## src/rtl/reg_writeback.sv

```systemverilog
// Write-back arbiter: merges never-stalled ALU results with buffered LSU results
// into one registered register-file write port, and keeps the RAW busy scoreboard.
module reg_writeback #(
   parameter int cDataWidth  = 32,
   parameter int cRegNum     = 32,
   parameter int cRegSelBitW = 5,
   parameter int cLsuDepth   = 2
) (
   input  logic                   iClk,
   input  logic                   iRst,
   input  logic                   iAluValid,
   input  logic [cRegSelBitW-1:0] iAluRd,
   input  logic [cDataWidth-1:0]  iAluData,
   input  logic                   iLsuValid,
   output logic                   oLsuReady,
   input  logic [cRegSelBitW-1:0] iLsuRd,
   input  logic [cDataWidth-1:0]  iLsuData,
   input  logic                   iIssueEn,
   input  logic [cRegSelBitW-1:0] iIssueRd,
   output logic [cRegNum-1:0]     oBusy,
   output logic [cRegSelBitW:0]   rdCntrl,
   output logic [cDataWidth-1:0]  rdData,
   output logic                   oFwdValid,
   output logic [cRegSelBitW-1:0] oFwdAddr,
   output logic [cDataWidth-1:0]  oFwdData
);

   localparam int cPtrW = (cLsuDepth > 1) ? $clog2(cLsuDepth) : 1;
   localparam int cCntW = cPtrW + 1;

   logic [cRegSelBitW-1:0] fifoRd_q   [cLsuDepth];
   logic [cDataWidth-1:0]  fifoData_q [cLsuDepth];
   logic [cPtrW-1:0]       wrPtr_q, wrPtr_d;
   logic [cPtrW-1:0]       rdPtr_q, rdPtr_d;
   logic [cCntW-1:0]       count_q, count_d;

   logic                   wrEn_q, wrEn_d;
   logic [cRegSelBitW-1:0] wrAddr_q, wrAddr_d;
   logic [cDataWidth-1:0]  wrData_q, wrData_d;
   logic [cRegNum-1:0]     busy_q, busy_d;

   logic                   push;
   logic                   pop;
   logic                   fifoEmpty;
   logic                   selValid;
   logic [cRegSelBitW-1:0] selRd;
   logic [cDataWidth-1:0]  selData;

   assign fifoEmpty = (count_q == '0);
   assign oLsuReady = (count_q != cCntW'(cLsuDepth));
   assign push      = iLsuValid & oLsuReady;
   assign pop       = ~iAluValid & ~fifoEmpty;

   always_comb begin
      wrPtr_d = wrPtr_q;
      rdPtr_d = rdPtr_q;
      count_d = count_q;
      if (push) begin
         wrPtr_d = wrPtr_q + cPtrW'(1);
      end
      if (pop) begin
         rdPtr_d = rdPtr_q + cPtrW'(1);
      end
      if (push && !pop) begin
         count_d = count_q + cCntW'(1);
      end else if (pop && !push) begin
         count_d = count_q - cCntW'(1);
      end
   end

   // Storage needs no reset: entries are only read while the count covers them.
   always_ff @(posedge iClk) begin
      if (push) begin
         fifoRd_q[wrPtr_q]   <= iLsuRd;
         fifoData_q[wrPtr_q] <= iLsuData;
      end
   end

   always_comb begin
      selValid = 1'b0;
      selRd    = '0;
      selData  = '0;
      if (iAluValid) begin
         selValid = 1'b1;
         selRd    = iAluRd;
         selData  = iAluData;
      end else if (!fifoEmpty) begin
         selValid = 1'b1;
         selRd    = fifoRd_q[rdPtr_q];
         selData  = fifoData_q[rdPtr_q];
      end
   end

   // Writes to x0 are swallowed; address and data hold while the port is idle.
   always_comb begin
      wrEn_d   = selValid && (selRd != '0);
      wrAddr_d = wrAddr_q;
      wrData_d = wrData_q;
      if (wrEn_d) begin
         wrAddr_d = selRd;
         wrData_d = selData;
      end
   end

   // Clear on the committed write first so a same-cycle issue re-sets the bit.
   always_comb begin
      busy_d = busy_q;
      if (wrEn_q) begin
         busy_d[wrAddr_q] = 1'b0;
      end
      if (iIssueEn && (iIssueRd != '0)) begin
         busy_d[iIssueRd] = 1'b1;
      end
      busy_d[0] = 1'b0;
   end

   always_ff @(posedge iClk or negedge iRst) begin
      if (!iRst) begin
         wrPtr_q  <= '0;
         rdPtr_q  <= '0;
         count_q  <= '0;
         wrEn_q   <= 1'b0;
         wrAddr_q <= '0;
         wrData_q <= '0;
         busy_q   <= '0;
      end else begin
         wrPtr_q  <= wrPtr_d;
         rdPtr_q  <= rdPtr_d;
         count_q  <= count_d;
         wrEn_q   <= wrEn_d;
         wrAddr_q <= wrAddr_d;
         wrData_q <= wrData_d;
         busy_q   <= busy_d;
      end
   end

   assign rdCntrl   = {wrEn_q, wrAddr_q};
   assign rdData    = wrData_q;
   assign oFwdValid = wrEn_q;
   assign oFwdAddr  = wrAddr_q;
   assign oFwdData  = wrData_q;
   assign oBusy     = busy_q;

endmodule
```

## config.mk

```make
export PLATFORM = sky130hd
export DESIGN_NAME = reg_writeback
export DESIGN_NICKNAME = d
export VERILOG_FILES = /design/src/rtl/reg_writeback.sv
export SDC_FILE = /design/constraint.sdc
export NUM_CORES = 1
export LEC_CHECK = 0
export CORE_MARGIN = 1.5
export CORE_UTILIZATION = 48
export CTS_BUF_LIST = sky130_fd_sc_hd__clkbuf_8
export CTS_CLUSTER_SIZE = 25
export DETAILED_ROUTE_END_ITERATION = 10
export GPL_TIMING_DRIVEN = 0
export PLACE_DENSITY = 0.82
export SYNTH_ARGS = -nofsm -noshare
export SYNTH_HDL_FRONTEND = slang
export SYNTH_SLANG_ARGS = --single-unit
export TNS_END_PERCENT = 10
```

## constraint.sdc

```tcl
create_clock -name iClk -period 3.57 [get_ports iClk]
set_input_delay 0.8925 -clock iClk [delete_from_list [all_inputs] [get_ports iClk]]
set_output_delay 0.8925 -clock iClk [all_outputs]
set_load 0.01 [all_outputs]
```

==> impl_metrics.json, run 1 <==
{
  "numClockSinks": 147,
  "outcome": "finished, final reports clean",
  "cts_root_buf": "clkbuf_8",
  "place_area_um2": 8380,
  "area_growth_pct": 41.5,
  "hold_path_class": "input port to asynchronous set/reset pin",
  "post-route-min-period_ns": 2.78,
  "wire_per_inst_um": 17.7,
  "maxSlewViolCount": 0,
  "fin_util_pct": 69.5,
  "hold_buffers": 0,
  "drtAntennaViolNets": 0,
  "ys.flop_type": "edfxtp_1",
  "end_kind": "flop",
  "crit_start": "iAluValid",
  "final_nets": 757,
  "drive_above_1_share_pct": 17.4,
  "power.density_nw_per_um2": 811,
  "cts_setup_buffers": 0,
  "drt_iter0_markers": 274,
  "hpwl_mm": 11.1,
  "start_util_pct": 49.1,
  "clock_skew_ns": 0.0106,
  "rsz0062_at_grt": "no",
  "r2r_slack_ns": 1.31,
  "worstPathMaxFanout": 10,
  "hold_viol_final": 0,
  "gp_congestion": 0.831,
  "synth-edff-count": 74,
  "vias": 4483,
  "fill_cells": 890,
  "r2r_start": "count_q[0]",
  "cts_tree": "yes",
  "antenna_cells": 0,
  "num_io_pins": 193,
  "netlist_area_um2": 6190,
  "yosys_register_bits": 147,
  "tns_ns": 0,
  "final_cell_area_um2": 8760,
  "cts_buffers": 17,
  "path_class": "input port to flop",
  "cp.required_ns": 3.88,
  "coreArea_um2": 12600,
  "cts.repair.resized": 0,
  "setup_violations": 0,
  "synth_top_area_share_pct": 35.9,
  "grt_overflow": 0,
  "yosysWarningCount": 0,
  "grt_usage_pct": 22.9,
  "drc": 0,
  "portBuffers": 191,
  "avgSynthCellArea_um2": 13.5,
  "via_per_inst": 5.23,
  "layout_setup_ws_ns": 0.788,
  "cts_buffer_depth": 2,
  "p_leak_nw": 3.51,
  "cp-start-kind": "input port",
  "maxCapViolCount": 0,
  "fmax_mhz": 359,
  "syn_inst": 460,
  "first_pass_iters": 4,
  "ys_types": 34,
  "ir_worst_vdd_uv": 524,
  "synth.area.top_cells": "edfxtp_1 36%, dfrtp_1 29%, o21ai_0 7.7%, mux2i_1 6.0%, buf_4 4.8%",
  "die_x_um": 117,
  "die_area_um2": 13600,
  "drt_wl_total_mm": 15.2,
  "slew_headroom_pct": 38.6,
  "grt_pass1_wl_mm": 23.0,
  "path_clk_slew_ns": 0.09,
  "htreeDepth": 4,
  "die_height_um": 117,
  "syn-num-nets": 545,
  "async_flop_share_pct": 49.7,
  "post-synth-top-area-cell": "edfxtp_1",
  "grt_max_degree": 45,
  "place_ws_ns": 0.349,
  "fp-row-count": 41,
  "antenna_found_initial": 0,
  "final.period_utilization_pct": 77.9,
  "clock_latency_ns": 0.43,
  "crit_arrival_ns": 3.09,
  "ys_seq_area_share_pct": 65.4,
  "grt_pass1_vias": 4648,
  "worst_slew_pin_slew_ns": 0.921
}
power breakdown:
part	switching [mW]	internal, mW	total (mW)
clock	0.652	0.599	1.25
combinational	1.30	1.78	3.08
sequential	0.373	2.40	2.78
total	2.33	4.78	7.11
cells in the final DEF, fill, tap and decap left out, drive strengths merged, types with 9 or more instances in the layout:
cell	count
clkdlybuf4s50	190
o21ai	96
edfxtp	74
dfrtp	73
buf	50
nand2	40
mux2i	37
mux2	32
clkbuf	27
nand3	12
inv	9
worst paths after layout:
path | endpoint | depth (start not counted)
worst max-delay path | count_q[1] | 8
worst min-delay path | oBusy[30] | 1
worst max register to register | count_q[1] | 7
worst min register to register | oBusy[22] | 2
max in group asynchronous | oFwdData[2] | 2
min in group iClk | oBusy[22] | 2
sequential cells by signal, indices dropped and copies added (netlist names):
signal	flops
wrPtr_q	1
fifoRd_q	10
oFwdAddr	5
rdPtr_q	1
fifoData_q	64
oFwdValid	1
oFwdData	32
oBusy	31
count_q	2
cells by family (layout without fill, tap and decap cells):
group | count (synthesis) | in the layout | synth area share (%)
AOI/OAI and AO/OA | 104 | 104 | 9.01
xor gates and xnor gates | 5 | 5 | 0.707
adders and majority gates | 1 | 1 | 0.202
buffers and inverters | 61 | 286 | 6.56
DFF | 147 | 147 | 65.4
muxes | 69 | 69 | 12.6
other | 1 | 1 | 0.0605
and+or+nand+nor | 72 | 72 | 5.45
critical path, stage by stage:
cell and delay [ns]:
clkdlybuf4s50_1 0.54, o21bai_2 0.20, clkbuf_1 0.39, clkbuf_1 0.43, ha_1 0.25, xor2_1 0.16
nor2_1 0.07, xor2_1 0.14
stage by stage:
stage | hold WS [ns] | power, mW | std cells
3_5_place_dp | 0.498 | 5.90 | 825
4_1_cts | 0.380 | 7.15 | 857
6_report | 0.389 | 7.11 | 857
3_3_place_gp | 0.477 | 5.77 | 823
5_1_grt | 0.391 | 7.48 | 857
2_1_floorplan | 0.461 | 4.25 | 460
metal layers:
layer	track usage (%)	up-vias	wire (um)	share of wire, %
li1	-	2049	-	-
met1	27.2	2169	6160	41
met2	38.9	233	7510	49
met3	6.49	32	1210	8.0
met4	10.4	0	324	2.1
met5	0	-	0	0
cell usage after synthesis (all sizes together), types with 2 or more instances:
cell type and number:
dfrtp 73, inv 6, clkbuf 8, or3b 3
nand2 40, nor2 5, edfxtp 74, o221ai 4
mux2 32, buf 47, mux2i 37, nand3 12
o21ai 96, nand3b 5, xnor2 3, xor2 2
cell type report:
type	instances	area [um^2]	share of cell area [%]
Tap cell	172	215	2.46
Clock inverter	13	128	1.46
Buffer	55	384	4.38
Timing Repair Buffer	193	1960	22.3
Inverter	6	22.5	0.257
Multi-Input combinational cell	252	1750	19.9
Sequential cell	147	4050	46.2
Clock buffer	19	262	2.98
(Power assumes the default switching activity.)
==> inputs of run 2 (changes only) <==
- clock period: 3.57 -> 2.9 ns (I/O delays scaled with it)
==> results of run 2 <==
The final DEF is identical to that of run 1. Status: finished, final reports clean.
Among the figures that moved: setup slack after placement 0.349 ns -> -0.153 ns; setup slack after layout 0.788 ns -> 0.286 ns; hold slack 0.389 ns -> 0.221 ns; register-to-register setup slack 1.31 ns -> 0.64 ns; total power 7.11 mW -> 8.75 mW; worst IR drop on VDD 524 uV -> 645 uV
==> inputs of run 3 (changes only) <==
- CORE_UTILIZATION: 48 -> 44
- PLACE_DENSITY: 0.82 -> 0.79
- clock period: 2.9 -> 2.4 ns (I/O delays scaled with it)
==> run 3 against run 2 <==
Compared with the run above:
- worst hold slack got worse by 0.12 ns
- core utilization fell by 5.9 points
- sequential power rose by 21%
- power rose by 21%
- count of clock-buffer cells in the layout fell by 2
- sequential cell count did not move
- non-clock buffer count rose by 1
- critical path depth fell by 6
==> impl_metrics.json, run 3 (synthesis results as in run 1) <==
{
  "num_io_pins": 193,
  "coreArea_um2": 13800,
  "worstPathMaxFanout": 4,
  "grt_usage_pct": 21.8,
  "p_leak_nw": 3.52,
  "die_area_um2": 14800,
  "path_clk_slew_ns": 0.08,
  "via_per_inst": 5.19,
  "final_cell_mix": "190 x clkdlybuf4s50_1, 95 x o21ai_0, 74 x edfxtp_1",
  "final.period_utilization_pct": 92.5,
  "r2r_start": "rdPtr_q",
  "antenna_cells": 0,
  "start_util_pct": 44.8,
  "final_nets": 758,
  "r2r_slack_ns": 0.35,
  "worst_slew_pin_slew_ns": 0.526,
  "drt_iter0_markers": 334,
  "path_class": "flop to output port",
  "cts_root_buf": "clkbuf_8",
  "numClockSinks": 147,
  "grt_pass1_vias": 4695,
  "drc": 0,
  "hold_buffers": 0,
  "antenna_found_initial": 0,
  "slowest_delay_ns": 0.56,
  "maxCapViolCount": 0,
  "post-route-min-period_ns": 2.22,
  "hold_path_class": "input port to asynchronous set/reset pin",
  "cts_tree": "yes",
  "wire_per_inst_um": 17.6,
  "grtUsageMet2_pct": 37.4,
  "grt_overflow": 0,
  "rsz0062_at_grt": "no",
  "ir_worst_vdd_uv": 657,
  "end_kind": "output port",
  "registers.top_by_ff_count": "fifoData_q",
  "vias": 4495,
  "outcome": "finished, final reports clean",
  "slew_headroom_pct": 64.9,
  "met3_usage_pct": 5.52,
  "portBuffers": 191,
  "power_mw": 10.6,
  "gp_congestion": 0.861,
  "htreeDepth": 4,
  "path_cells": "nand2b_1 -> clkdlybuf4s50_1",
  "final_common_cell": "clkdlybuf4s50_1",
  "clock_skew_ns": 0.00844,
  "regToRegEndpoint": "oFwdData[4]",
  "cp_slowest_cell": "clkdlybuf4s50_1",
  "hold_viol_final": 0,
  "crit_start": "count_q[0]",
  "drive_above_1_share_pct": 17.1,
  "largest_register_ffs": 64,
  "clock_latency_ns": 0.44,
  "cp-start-kind": "flop",
  "setup_violations": 0,
  "cts_buffer_depth": 2,
  "area_growth_pct": 41.8,
  "r2r_cells": 7,
  "fp-row-count": 43,
  "first_pass_iters": 5,
  "power.density_nw_per_um2": 1210,
  "cp-endpoint": "oLsuReady",
  "crit_arrival_ns": 1.62,
  "maxSlewViolCount": 0,
  "grt_util_met1_pct": 26.0,
  "die_x_um": 122,
  "grt_pass1_wl_mm": 24.2,
  "fmax_mhz": 450,
  "drt_wl_total_mm": 15.3,
  "cts_setup_buffers": 0,
  "tns_ns": 0,
  "die_height_um": 122,
  "drtAntennaViolNets": 0,
  "holdWs_ns": 0.100,
  "cp.required_ns": 1.80,
  "hpwl_mm": 11.0,
  "busiest_layer": "met2",
  "grt_max_degree": 41,
  "cts_buffers": 17
}
[run 3: cell types whose count changed in the layout (fill, tap and decap cells not counted), sizes merged]
cell	change
buf	+1
bufinv	+2
clkbuf	-2
clkinvlp	+1
inv	-1
[run 3: area by class of cell]
class                   instances  area (um^2)
plain buffers                  55          387
repair buffers                194         1970
flip-flops and latches        147         4050
multi-input cells             252         1750
clock buffers                  17          234
inverters                       6         22.5
well taps                     180          225
clock inverters                15          151
fillers                      1040         5040
[run 3: report_power, final]
group	internal [mW]	total, mW	leakage, nW	switching, mW
Combinational	2.67	4.61	1.78	1.94
Clock	0.999	1.89	0.196	0.891
Sequential	3.57	4.13	1.55	0.556
[run 3: worst min-delay path by stage]
| stage | slack, ns | to | cells past startpoint | startpoint |
|---|---|---|---|---|
| final | 0.10 | oBusy[21] | 1 | iRst |
| after global routing | 0.11 | oBusy[21] | 1 | iRst |
| after CTS | 0.08 | oBusy[21] | 1 | iRst |
| after detailed placement | 0.49 | oBusy[22] | 2 | oBusy[22] |
| after global placement | 0.49 | oBusy[22] | 2 | oBusy[22] |
| after floorplan | 0.30 | count_q[0] | 0 | iRst |
[run 3: per-layer routing]
layer  up-vias  share of wire, %
li1       2053                 -
met2       213                51
met5         -                 0
met3        27               7.3
met1      2202                39
met4         0               1.9
[run 3: repair_timing]
| action | 4_1_cts | 5_1_grt |
|---|---|---|
| gates resized for setup | 1 | 2 |
| setup endpoints to repair | 1 | 1 |
| gates cloned | 0 | 0 |
[run 3: per-stage QoR]
stage	cell area [um^2]	std cells	setup slack (ns)	util, %
final	8790	866	0.180	63.5
after floorplan	6200	460	0.294	-
after detailed placement	8400	834	-0.613	60.7
after global placement	8330	831	-1.87	60.3
after global routing	8790	866	0.0964	63.5
after CTS	8780	866	0.0312	63.5
[run 3: critical path: cells and delay by family (launching register included)]
| family | cells | cell delay (ns) |
|---|---|---|
| simple gates | 1 | 0.18 |
| buf+inv | 1 | 0.56 |
| flops | 1 | 0.44 |
